File: config.mk
export PLATFORM = sky130hd
export DESIGN_NAME = pipeline_stage_buffer_flat
export DESIGN_NICKNAME = d
export VERILOG_FILES = /design/src/rtl/pipeline_pkg.sv /design/src/rtl/pipeline_stage_buffer_if.sv /design/src/rtl/pipeline_stage_buffer_sat_counter.sv /design/src/rtl/pipeline_stage_buffer.sv /design/src/flat_wrapper.sv
export SDC_FILE = /design/constraint.sdc
export NUM_CORES = 1
export LEC_CHECK = 0
export CAP_MARGIN = 0
export CELL_PAD_IN_SITES_DETAIL_PLACEMENT = 1
export CELL_PAD_IN_SITES_GLOBAL_PLACEMENT = 1
export CORE_ASPECT_RATIO = 0.9
export CORE_UTILIZATION = 35
export DETAILED_ROUTE_END_ITERATION = 10
export HOLD_SLACK_MARGIN = 0.03
export PLACE_DENSITY = 0.88
export SYNTH_ARGS = -nofsm -noshare
export SYNTH_HDL_FRONTEND = slang
export SYNTH_HIERARCHICAL = 1
export SYNTH_SLANG_ARGS = --single-unit
File: constraint.sdc
create_clock -name clock -period 9.67 [get_ports clock]
set_input_delay 1.4505 -clock clock [delete_from_list [all_inputs] [get_ports clock]]
set_output_delay 1.4505 -clock clock [all_outputs]
set_load 0.01 [all_outputs]
File: src/rtl/pipeline_pkg.sv
// Shared definitions for all inter-stage pipeline buffers: control-bundle
// layout and the NOP bubble presented by an empty stage.
package pipeline_pkg;

  localparam int CTRL_EX_W   = 5;
  localparam int CTRL_MEM_W  = 3;
  localparam int CTRL_WB_W   = 3;
  localparam int CTRL_EX_OFF  = 0;
  localparam int CTRL_MEM_OFF = CTRL_EX_OFF + CTRL_EX_W;
  localparam int CTRL_WB_OFF  = CTRL_MEM_OFF + CTRL_MEM_W;
  localparam int CTRL_NB_DEF  = CTRL_WB_OFF + CTRL_WB_W;

  localparam logic [CTRL_NB_DEF-1:0] CTRL_BUBBLE_DEF = 11'b000_0010_0000;

endpackage

File: src/rtl/pipeline_stage_buffer_if.sv
// Valid/ready beat bus between pipeline stages; the producer is the master.
interface pipeline_stage_buffer_if #(
  parameter int NB_DATA = 32,
  parameter int NB_CTRL = 11
);
  logic               valid;
  logic               ready;
  logic [NB_DATA-1:0] data;
  logic [NB_CTRL-1:0] ctrl;
  logic               halt;

  modport master (output valid, data, ctrl, halt, input ready);
  modport slave  (input valid, data, ctrl, halt, output ready);
endinterface

File: src/rtl/pipeline_stage_buffer_sat_counter.sv
// Saturating up-counter, falling-edge clocked, cleared by async reset.
module sat_counter #(
  parameter int WIDTH = 16
) (
  input  logic             clock,
  input  logic             reset_i,
  input  logic             inc_i,
  output logic [WIDTH-1:0] count_o
);

  logic [WIDTH-1:0] count_q, count_d;

  always_comb begin
    count_d = count_q;
    if (inc_i && (count_q != '1)) count_d = count_q + WIDTH'(1);
  end

  always_ff @(negedge clock or posedge reset_i) begin
    if (reset_i) count_q <= '0;
    else         count_q <= count_d;
  end

  assign count_o = count_q;

endmodule

File: src/rtl/pipeline_stage_buffer.sv
// Inter-stage pipeline buffer with flush, halt lock and stall counter.
// Define PIPELINE_SKID_BUFFER_EN to add a skid entry and register ready.
module pipeline_stage_buffer
  import pipeline_pkg::*;
#(
  parameter int                 NB_DATA     = 32,
  parameter int                 NB_CTRL     = CTRL_NB_DEF,
  parameter logic [NB_CTRL-1:0] CTRL_BUBBLE = CTRL_BUBBLE_DEF,
  parameter int                 NB_CNT      = 16
) (
  input  logic                    clock,
  input  logic                    reset_i,
  input  logic                    flush_i,
  pipeline_stage_buffer_if.slave  up,
  pipeline_stage_buffer_if.master dn,
  output logic [NB_CNT-1:0]       stall_count_o
);

  logic               m_vld_q, m_vld_d;
  logic [NB_DATA-1:0] m_data_q, m_data_d;
  logic [NB_CTRL-1:0] m_ctrl_q, m_ctrl_d;
  logic               m_halt_q, m_halt_d;
  logic               halt_lock_q, halt_lock_d;
  logic               ready;
  logic               in_fire;
  logic               out_fire;
  logic               stall_inc;
`ifdef PIPELINE_SKID_BUFFER_EN
  logic               s_vld_q, s_vld_d;
  logic [NB_DATA-1:0] s_data_q, s_data_d;
  logic [NB_CTRL-1:0] s_ctrl_q, s_ctrl_d;
  logic               s_halt_q, s_halt_d;
`endif

  always_comb begin
`ifdef PIPELINE_SKID_BUFFER_EN
    ready    = !s_vld_q && !halt_lock_q;
    s_vld_d  = s_vld_q;
    s_data_d = s_data_q;
    s_ctrl_d = s_ctrl_q;
    s_halt_d = s_halt_q;
`else
    ready    = (dn.ready || !m_vld_q) && !halt_lock_q;
`endif
    in_fire     = up.valid && ready && !flush_i;
    out_fire    = m_vld_q && dn.ready;
    stall_inc   = m_vld_q && !dn.ready && !flush_i;
    halt_lock_d = halt_lock_q || (in_fire && up.halt);
    m_vld_d     = m_vld_q;
    m_data_d    = m_data_q;
    m_ctrl_d    = m_ctrl_q;
    m_halt_d    = m_halt_q;
    // Flush drops everything held and whatever is offered this cycle.
    if (flush_i) begin
      m_vld_d = 1'b0;
`ifdef PIPELINE_SKID_BUFFER_EN
      s_vld_d = 1'b0;
`endif
    end else begin
`ifdef PIPELINE_SKID_BUFFER_EN
      if (!m_vld_q || out_fire) begin
        if (s_vld_q) begin
          m_vld_d  = 1'b1;
          m_data_d = s_data_q;
          m_ctrl_d = s_ctrl_q;
          m_halt_d = s_halt_q;
          s_vld_d  = 1'b0;
        end else begin
          m_vld_d  = in_fire;
          m_data_d = up.data;
          m_ctrl_d = up.ctrl;
          m_halt_d = up.halt;
        end
      end else if (in_fire) begin
        s_vld_d  = 1'b1;
        s_data_d = up.data;
        s_ctrl_d = up.ctrl;
        s_halt_d = up.halt;
      end
`else
      if (in_fire) begin
        m_vld_d  = 1'b1;
        m_data_d = up.data;
        m_ctrl_d = up.ctrl;
        m_halt_d = up.halt;
      end else if (out_fire) begin
        m_vld_d = 1'b0;
      end
`endif
    end
  end

  // Control state: async reset empties the stage and releases the halt lock.
  always_ff @(negedge clock or posedge reset_i) begin
    if (reset_i) begin
      m_vld_q     <= 1'b0;
      halt_lock_q <= 1'b0;
`ifdef PIPELINE_SKID_BUFFER_EN
      s_vld_q     <= 1'b0;
`endif
    end else begin
      m_vld_q     <= m_vld_d;
      halt_lock_q <= halt_lock_d;
`ifdef PIPELINE_SKID_BUFFER_EN
      s_vld_q     <= s_vld_d;
`endif
    end
  end

  // Payload: no reset needed, outputs are masked while the entry is empty.
  always_ff @(negedge clock) begin
    m_data_q <= m_data_d;
    m_ctrl_q <= m_ctrl_d;
    m_halt_q <= m_halt_d;
`ifdef PIPELINE_SKID_BUFFER_EN
    s_data_q <= s_data_d;
    s_ctrl_q <= s_ctrl_d;
    s_halt_q <= s_halt_d;
`endif
  end

  sat_counter #(.WIDTH(NB_CNT)) u_stall_cnt (
    .clock   (clock),
    .reset_i (reset_i),
    .inc_i   (stall_inc),
    .count_o (stall_count_o)
  );

  assign up.ready = ready;
  assign dn.valid = m_vld_q;
  assign dn.data  = m_vld_q ? m_data_q : '0;
  assign dn.ctrl  = m_vld_q ? m_ctrl_q : CTRL_BUBBLE;
  assign dn.halt  = m_vld_q && m_halt_q;

endmodule
File: src/flat_wrapper.sv
// flat-port wrapper written by rule: the top's interface ports become plain ports
module pipeline_stage_buffer_flat import pipeline_pkg::*;
#(
  parameter int                 NB_DATA     = 32,
  parameter int                 NB_CTRL     = CTRL_NB_DEF,
  parameter logic [NB_CTRL-1:0] CTRL_BUBBLE = CTRL_BUBBLE_DEF,
  parameter int                 NB_CNT      = 16
)
  (clock, reset_i, flush_i, stall_count_o, up_valid, up_data, up_ctrl, up_halt, up_ready, dn_valid, dn_data, dn_ctrl, dn_halt, dn_ready);
  pipeline_stage_buffer_if #(.NB_DATA(NB_DATA), .NB_CTRL(NB_CTRL)) up_i ();
  pipeline_stage_buffer_if #(.NB_DATA(NB_DATA), .NB_CTRL(NB_CTRL)) dn_i ();
  input  logic clock;
  input  logic reset_i;
  input  logic flush_i;
  output logic [NB_CNT-1:0] stall_count_o;
  input wire logic [$bits(up_i.valid)-1:0] up_valid;
  input wire logic [$bits(up_i.data)-1:0] up_data;
  input wire logic [$bits(up_i.ctrl)-1:0] up_ctrl;
  input wire logic [$bits(up_i.halt)-1:0] up_halt;
  output wire logic [$bits(up_i.ready)-1:0] up_ready;
  output wire logic [$bits(dn_i.valid)-1:0] dn_valid;
  output wire logic [$bits(dn_i.data)-1:0] dn_data;
  output wire logic [$bits(dn_i.ctrl)-1:0] dn_ctrl;
  output wire logic [$bits(dn_i.halt)-1:0] dn_halt;
  input wire logic [$bits(dn_i.ready)-1:0] dn_ready;
  assign up_i.valid = up_valid;
  assign up_i.data = up_data;
  assign up_i.ctrl = up_ctrl;
  assign up_i.halt = up_halt;
  assign up_ready = up_i.ready;
  assign dn_valid = dn_i.valid;
  assign dn_data = dn_i.data;
  assign dn_ctrl = dn_i.ctrl;
  assign dn_halt = dn_i.halt;
  assign dn_i.ready = dn_ready;
  pipeline_stage_buffer #(.NB_DATA(NB_DATA), .NB_CTRL(NB_CTRL), .CTRL_BUBBLE(CTRL_BUBBLE), .NB_CNT(NB_CNT)) u_core (.clock(clock), .reset_i(reset_i), .flush_i(flush_i), .up(up_i), .dn(dn_i), .stall_count_o(stall_count_o));
endmodule
==> impl_metrics.env, run 1 <==
export IMPL_outcome="finished, final reports clean"
export IMPL_ff2ff_path_depth=7
export IMPL_synth_edf_count=44
export IMPL_ys_types=29
export IMPL_final_common_cell="clkdlybuf4s50_1"
export IMPL_drtPass1Iterations=4
export IMPL_finalNetCount=388
export IMPL_min_path_type="flop to flop"
export IMPL_post_cts_resized=0
export IMPL_io_buffers=110
export IMPL_async_flop_share_pct=29.0
export IMPL_area_delta_synth_final_pct=62.1
export IMPL_layout_setup_ws_ps=1460
export IMPL_setup_viol=0
export IMPL_yosysSeqAreaShare_pct=69.7
export IMPL_dpl_cell_area_um2=3760
export IMPL_floorplan_initialDensity_pct=36.1
export IMPL_rsz0062_at_grt="false"
export IMPL_final_hold_viol_count=0
export IMPL_die_area_um2=7610
export IMPL_relSlewSlack_pct=59.2
export IMPL_viasPerCell=4.59
export IMPL_numCtsBuffers=9
export IMPL_dieHeight_um=82.9
export IMPL_tns_ps=0
export IMPL_powerDensity_nw_per_um2=154
export IMPL_layout_drive_gt1_share_pct=7.89
export IMPL_core_area_um2=7040
export IMPL_syn_nets=226
export IMPL_endpoint="up_ready"
export IMPL_vias=1998
export IMPL_synth_ff_latch_count=62
export IMPL_drt_iter0_drc=63
export IMPL_cts_root_buf="clkbuf_8"
export IMPL_h_tree_depth=3
export IMPL_path_clk_slew_ps=50
export IMPL_antenna_found_initial=0
export IMPL_cp_max_fo=47
export IMPL_skew_ps=77.4
export IMPL_wl_per_cell_um=15.6
export IMPL_mostFrequentLayoutCells="110 x clkdlybuf4s50_1, 47 x inv_1, 44 x and2_1, 44 x edfxtp_1, 18 x dfrtn_1"
export IMPL_grt_ovfl_total=0
export IMPL_total_leakage_power_uw=0.00170
export IMPL_clkSinkCount=62
export IMPL_die_w_um=91.9
export IMPL_end_kind="output port"
export IMPL_wl_mm=6.77
export IMPL_min_path_cells=1
export IMPL_r2r_setup_slack_ps=7440
export IMPL_synthCells=176
export IMPL_grt_total_usage_pct=18.5
export IMPL_regToRegEndpoint="u_core/u_stall_cnt/count_o[14]$_DFFE_NP0P_"
export IMPL_finalInstanceArea_um2=4120
export IMPL_power_uw=635
export IMPL_place_congestion=0.805
export IMPL_final_antenna_net_count=0
export IMPL_pin_count=111
export IMPL_start_kind="flop"
export IMPL_clock_latency_ps=400
export IMPL_worst_pin_slew_ps=611
export IMPL_fin_hold_ws_ps=468
export IMPL_crit_path_start="u_core/dn.valid$_DFFE_NP0P_"
export IMPL_dp_hpwl_mm=4.73
export IMPL_holdBufCountCts=0
export IMPL_antenna_cells=0
export IMPL_slew_viol_final=0
export IMPL_synth_ff_type="edfxtp_1"
export IMPL_maxCapViolCount=0
export IMPL_path_class="flop to output port"
export IMPL_ir_worst_vdd_mv=0.103
export IMPL_cp_arrival_ps=6760
export IMPL_syn_area_um2=2540
export IMPL_required_ps=8220
export IMPL_drc=0
export IMPL_yosys_warnings=6
export IMPL_grt_pass1_vias=2143
export IMPL_syn_area_per_cell_um2=14.5
export IMPL_grt_max_degree=48
export IMPL_place_ws_ps=1370
export IMPL_grt_pass1_wl_mm=10.6
export IMPL_cts_tree="done"
export IMPL_clockBufferDepth=2
export IMPL_postCtsSetupBuffers=0
export IMPL_worstReg2RegStart="u_core/dn.valid$_DFFE_NP0P_"
export IMPL_row_count=29
cell families after synthesis:
kind of cell | count (synthesis) | synth area share [%]
AO/OA/AOI/OAI | 5 | 1.28
XOR/XNOR | 11 | 3.79
adder cells (fa/ha/maj) | 1 | 0.492
buffers and inverters | 8 | 1.38
flip-flops | 62 | 69.7
multiplexers | 3 | 1.28
AND/OR/NAND/NOR | 86 | 22.1
critical path, stage by stage (launching register included):
cell and delay, ps:
dfrtn_1 380, buf_4 320, nor2b_1 310, nor2_1 80
clkdlybuf4s50_1 500
Yosys cell counts, drive strengths merged (2+ instances only):
cell    instances  area (um2)
inv             4        15.0
edfxtp         44        1320
and2           44         275
clkbuf          4        20.0
nand2           7        28.8
and3            5        32.5
a21oi           3        15.0
dfrtn          18         450
nand4           7        65.1
and4            4        36.3
nand2b          3        21.3
mux2            2        22.5
nand3           7        35.0
nor2            5        18.8
xnor2          11        96.3
worst min-delay path by stage:
| stage | startpoint | end |
|---|---|---|
| final | u_core/u_stall_cnt/count_o[3]$_DFFE_NP0P_ | u_core/u_stall_cnt/count_o[3]$_DFFE_NP0P_ |
| after global routing | u_core/u_stall_cnt/count_o[15]$_DFFE_NP0P_ | u_core/u_stall_cnt/count_o[15]$_DFFE_NP0P_ |
| after CTS | u_core/u_stall_cnt/count_o[3]$_DFFE_NP0P_ | u_core/u_stall_cnt/count_o[3]$_DFFE_NP0P_ |
| after detailed placement | u_core/u_stall_cnt/count_o[3]$_DFFE_NP0P_ | u_core/u_stall_cnt/count_o[3]$_DFFE_NP0P_ |
| after global placement | u_core/u_stall_cnt/count_o[15]$_DFFE_NP0P_ | u_core/u_stall_cnt/count_o[15]$_DFFE_NP0P_ |
| after floorplan | u_core/halt_lock_q$_DFF_NP0_ | u_core/halt_lock_q$_DFF_NP0_ |
where the power goes:
group	internal (uW)	leakage, uW	switching (uW)	total [uW]
registers	290	0.000639	5.34	296
clock network	145	0.000335	157	302
logic	26.1	0.000729	10.5	36.6
total	461	0.00170	173	635
through the flow:
stage | util (%) | std cells
floorplan | - | 176
global placement | 53.5 | 377
detailed placement | 53.5 | 377
CTS | 58.6 | 435
global route | 58.6 | 435
finish | 58.6 | 435
state kept, by name (all words and copies together), names as in the netlist:
signal / cells
u_core/m_halt_q: 1
u_core/m_data_q: 32
u_core/halt_lock_q: 1
u_core/u_stall_cnt/count_o: 16
u_core/m_ctrl_q: 11
u_core/dn.valid: 1
layer usage:
metal	track usage [%]	share of wire (%)
met4	9.38	2.0
met2	31.1	50
met3	6.96	6.3
met5	0	0
met1	20.3	42
final cells by class:
type | count | area, um2
Timing Repair Buffer | 112 | 1120
Fill cell | 718 | 2920
Sequential cell | 62 | 1770
Clock buffer | 9 | 124
Clock inverter | 50 | 239
Tap cell | 93 | 116
Inverter | 3 | 11.3
Multi-Input combinational cell | 106 | 746
Note: power is estimated with default switching activity, not from simulation.
==> inputs of run 2 (changes only) <==
--- a/config.mk
+++ b/config.mk
@@ -9,10 +9,10 @@
 export CELL_PAD_IN_SITES_DETAIL_PLACEMENT = 1
 export CELL_PAD_IN_SITES_GLOBAL_PLACEMENT = 1
 export CORE_ASPECT_RATIO = 0.9
-export CORE_UTILIZATION = 35
+export CORE_UTILIZATION = 32
 export DETAILED_ROUTE_END_ITERATION = 10
 export HOLD_SLACK_MARGIN = 0.03
-export PLACE_DENSITY = 0.88
+export PLACE_DENSITY = 0.81
 export SYNTH_ARGS = -nofsm -noshare
 export SYNTH_HDL_FRONTEND = slang
 export SYNTH_HIERARCHICAL = 1
==> constraint.sdc (replaced) <==
create_clock -name clock -period 7.7 [get_ports clock]
set_input_delay 1.155 -clock clock [delete_from_list [all_inputs] [get_ports clock]]
set_output_delay 1.155 -clock clock [all_outputs]
set_load 0.01 [all_outputs]
==> impl_metrics.env, run 2 (synthesis gave the netlist of run 1 again) <==
export IMPL_final_hold_viol_count=0
export IMPL_grt_max_degree=48
export IMPL_mostFrequentLayoutCells="110 x clkdlybuf4s50_1, 48 x inv_1, 44 x and2_1, 44 x edfxtp_1, 18 x dfrtn_1"
export IMPL_cts_root_buf="clkbuf_8"
export IMPL_fillers=807
export IMPL_dp_hpwl_mm=4.64
export IMPL_core_area_um2=7620
export IMPL_largest_register="u_core/m_data_q"
export IMPL_ir_worst_vdd_mv=0.0948
export IMPL_final_common_cell="clkdlybuf4s50_1"
export IMPL_vias=2004
export IMPL_crit_chain="buf_4 -> nor2b_1 -> nor2_1 -> clkdlybuf4s50_1"
export IMPL_finalInstanceArea_um2=4140
export IMPL_maxCapViolCount=0
export IMPL_cts_tree="done"
export IMPL_clockBufferDepth=2
export IMPL_place_congestion=0.807
export IMPL_worst_pin_slew_ps=620
export IMPL_dieHeight_um=86.6
export IMPL_tns_ps=0
export IMPL_viasPerCell=4.56
export IMPL_dpl_cell_area_um2=3770
export IMPL_crit_slowest_cell="clkdlybuf4s50_1"
export IMPL_largest_reg_flops=32
export IMPL_fin_util_pct=54.3
export IMPL_min_path_type="flop to flop"
export IMPL_cp_max_fo=47
export IMPL_numCtsBuffers=9
export IMPL_floorplan_initialDensity_pct=33.4
export IMPL_postCtsSetupBuffers=0
export IMPL_drt_iter0_drc=25
export IMPL_layout_drive_gt1_share_pct=7.87
export IMPL_start_kind="flop"
export IMPL_row_count=30
export IMPL_antenna_cells=0
export IMPL_drtPass1Iterations=3
export IMPL_wl_mm=6.72
export IMPL_area_delta_synth_final_pct=62.8
export IMPL_grt_pass1_wl_mm=10.1
export IMPL_path_clk_slew_ps=50
export IMPL_grt_pass1_vias=2080
export IMPL_holdBufCountCts=0
export IMPL_grt_ovfl_total=0
export IMPL_powerDensity_nw_per_um2=196
export IMPL_io_buffers=110
export IMPL_post_cts_resized=0
export IMPL_end_kind="output port"
export IMPL_slew_viol_final=0
export IMPL_rsz0062_at_grt="false"
export IMPL_antenna_found_initial=0
export IMPL_final_antenna_net_count=0
export IMPL_relSlewSlack_pct=58.6
export IMPL_clock_latency_ps=390
export IMPL_pin_count=111
export IMPL_outcome="finished, final reports clean"
export IMPL_die_w_um=96.0
export IMPL_finalNetCount=388
export IMPL_drc=0
export IMPL_h_tree_depth=3
export IMPL_total_leakage_power_uw=0.00171
export IMPL_wl_per_cell_um=15.3
export IMPL_cp_arrival_ps=5810
export IMPL_die_area_um2=8310
export IMPL_grt_total_usage_pct=16.7
export IMPL_required_ps=6550
export IMPL_setup_viol=0
export IMPL_max_stage_delay_ps=500
export IMPL_clkSinkCount=62
export IMPL_skew_ps=67.6
export IMPL_path_class="flop to output port"
run 2: layer usage:
metal	up-vias	part of all wire, %	global-route usage [%]
met1	967	45	19.5
met3	8	7.9	6.75
met4	0	1.3	9.23
met5	-	0	0
li1	944	-	-
met2	85	46	26.0
run 2: layout make-up:
class                      instances  area (um2)  area share (%)
tap                               96         120            2.90
clock buffer                      10         149            3.60
inverter                           3        11.3           0.272
clock inverter                    50         226            5.47
timing repair buffer             112        1120            27.0
multi-input combinational        106         746            18.0
sequential                        62        1770            42.8
run 2: path summary, 6_finish.rpt:
kind / from / end / slack [ps] / cells past startpoint
min reg2reg: u_core/u_stall_cnt/count_o[7]$_DFFE_NP0P_ / u_core/u_stall_cnt/count_o[7]$_DFFE_NP0P_ / 460 / 1
min: u_core/u_stall_cnt/count_o[7]$_DFFE_NP0P_ / u_core/u_stall_cnt/count_o[7]$_DFFE_NP0P_ / 460 / 1
min in group asynchronous: reset_i / u_core/halt_lock_q$_DFF_NP0_ / 4770 / 2
max in group asynchronous: reset_i / u_core/u_stall_cnt/count_o[4]$_DFFE_NP0P_ / 2280 / 2
max: u_core/dn.valid$_DFFE_NP0P_ / up_ready / 740 / 4
max reg2reg: u_core/dn.valid$_DFFE_NP0P_ / u_core/u_stall_cnt/count_o[14]$_DFFE_NP0P_ / 5490 / 7
run 2: critical path: cells and delay by family, from the launching register on:
family | cells | cell delay (ps)
buffers and inverters | 2 | 820
and+or+nand+nor | 2 | 430
DFF | 1 | 380
run 2: per-stage QoR:
| stage | cells | power, uW | hold WS, ps | worst slack (ps) |
|---|---|---|---|---|
| finish | 439 | 810 | 463 | 738 |
| global placement | 380 | 455 | 449 | 727 |
| detailed placement | 380 | 457 | 466 | 686 |
| global route | 439 | 858 | 480 | 629 |
| CTS | 439 | 830 | 470 | 679 |
| floorplan | 176 | 419 | 465 | 730 |
run 2: report_power, final:
part           total (uW)  internal (uW)  switching [uW]
Sequential            371            365            6.18
Combinational        45.4           32.7            12.7
Clock                 394            198             195
Total                 810            596             214
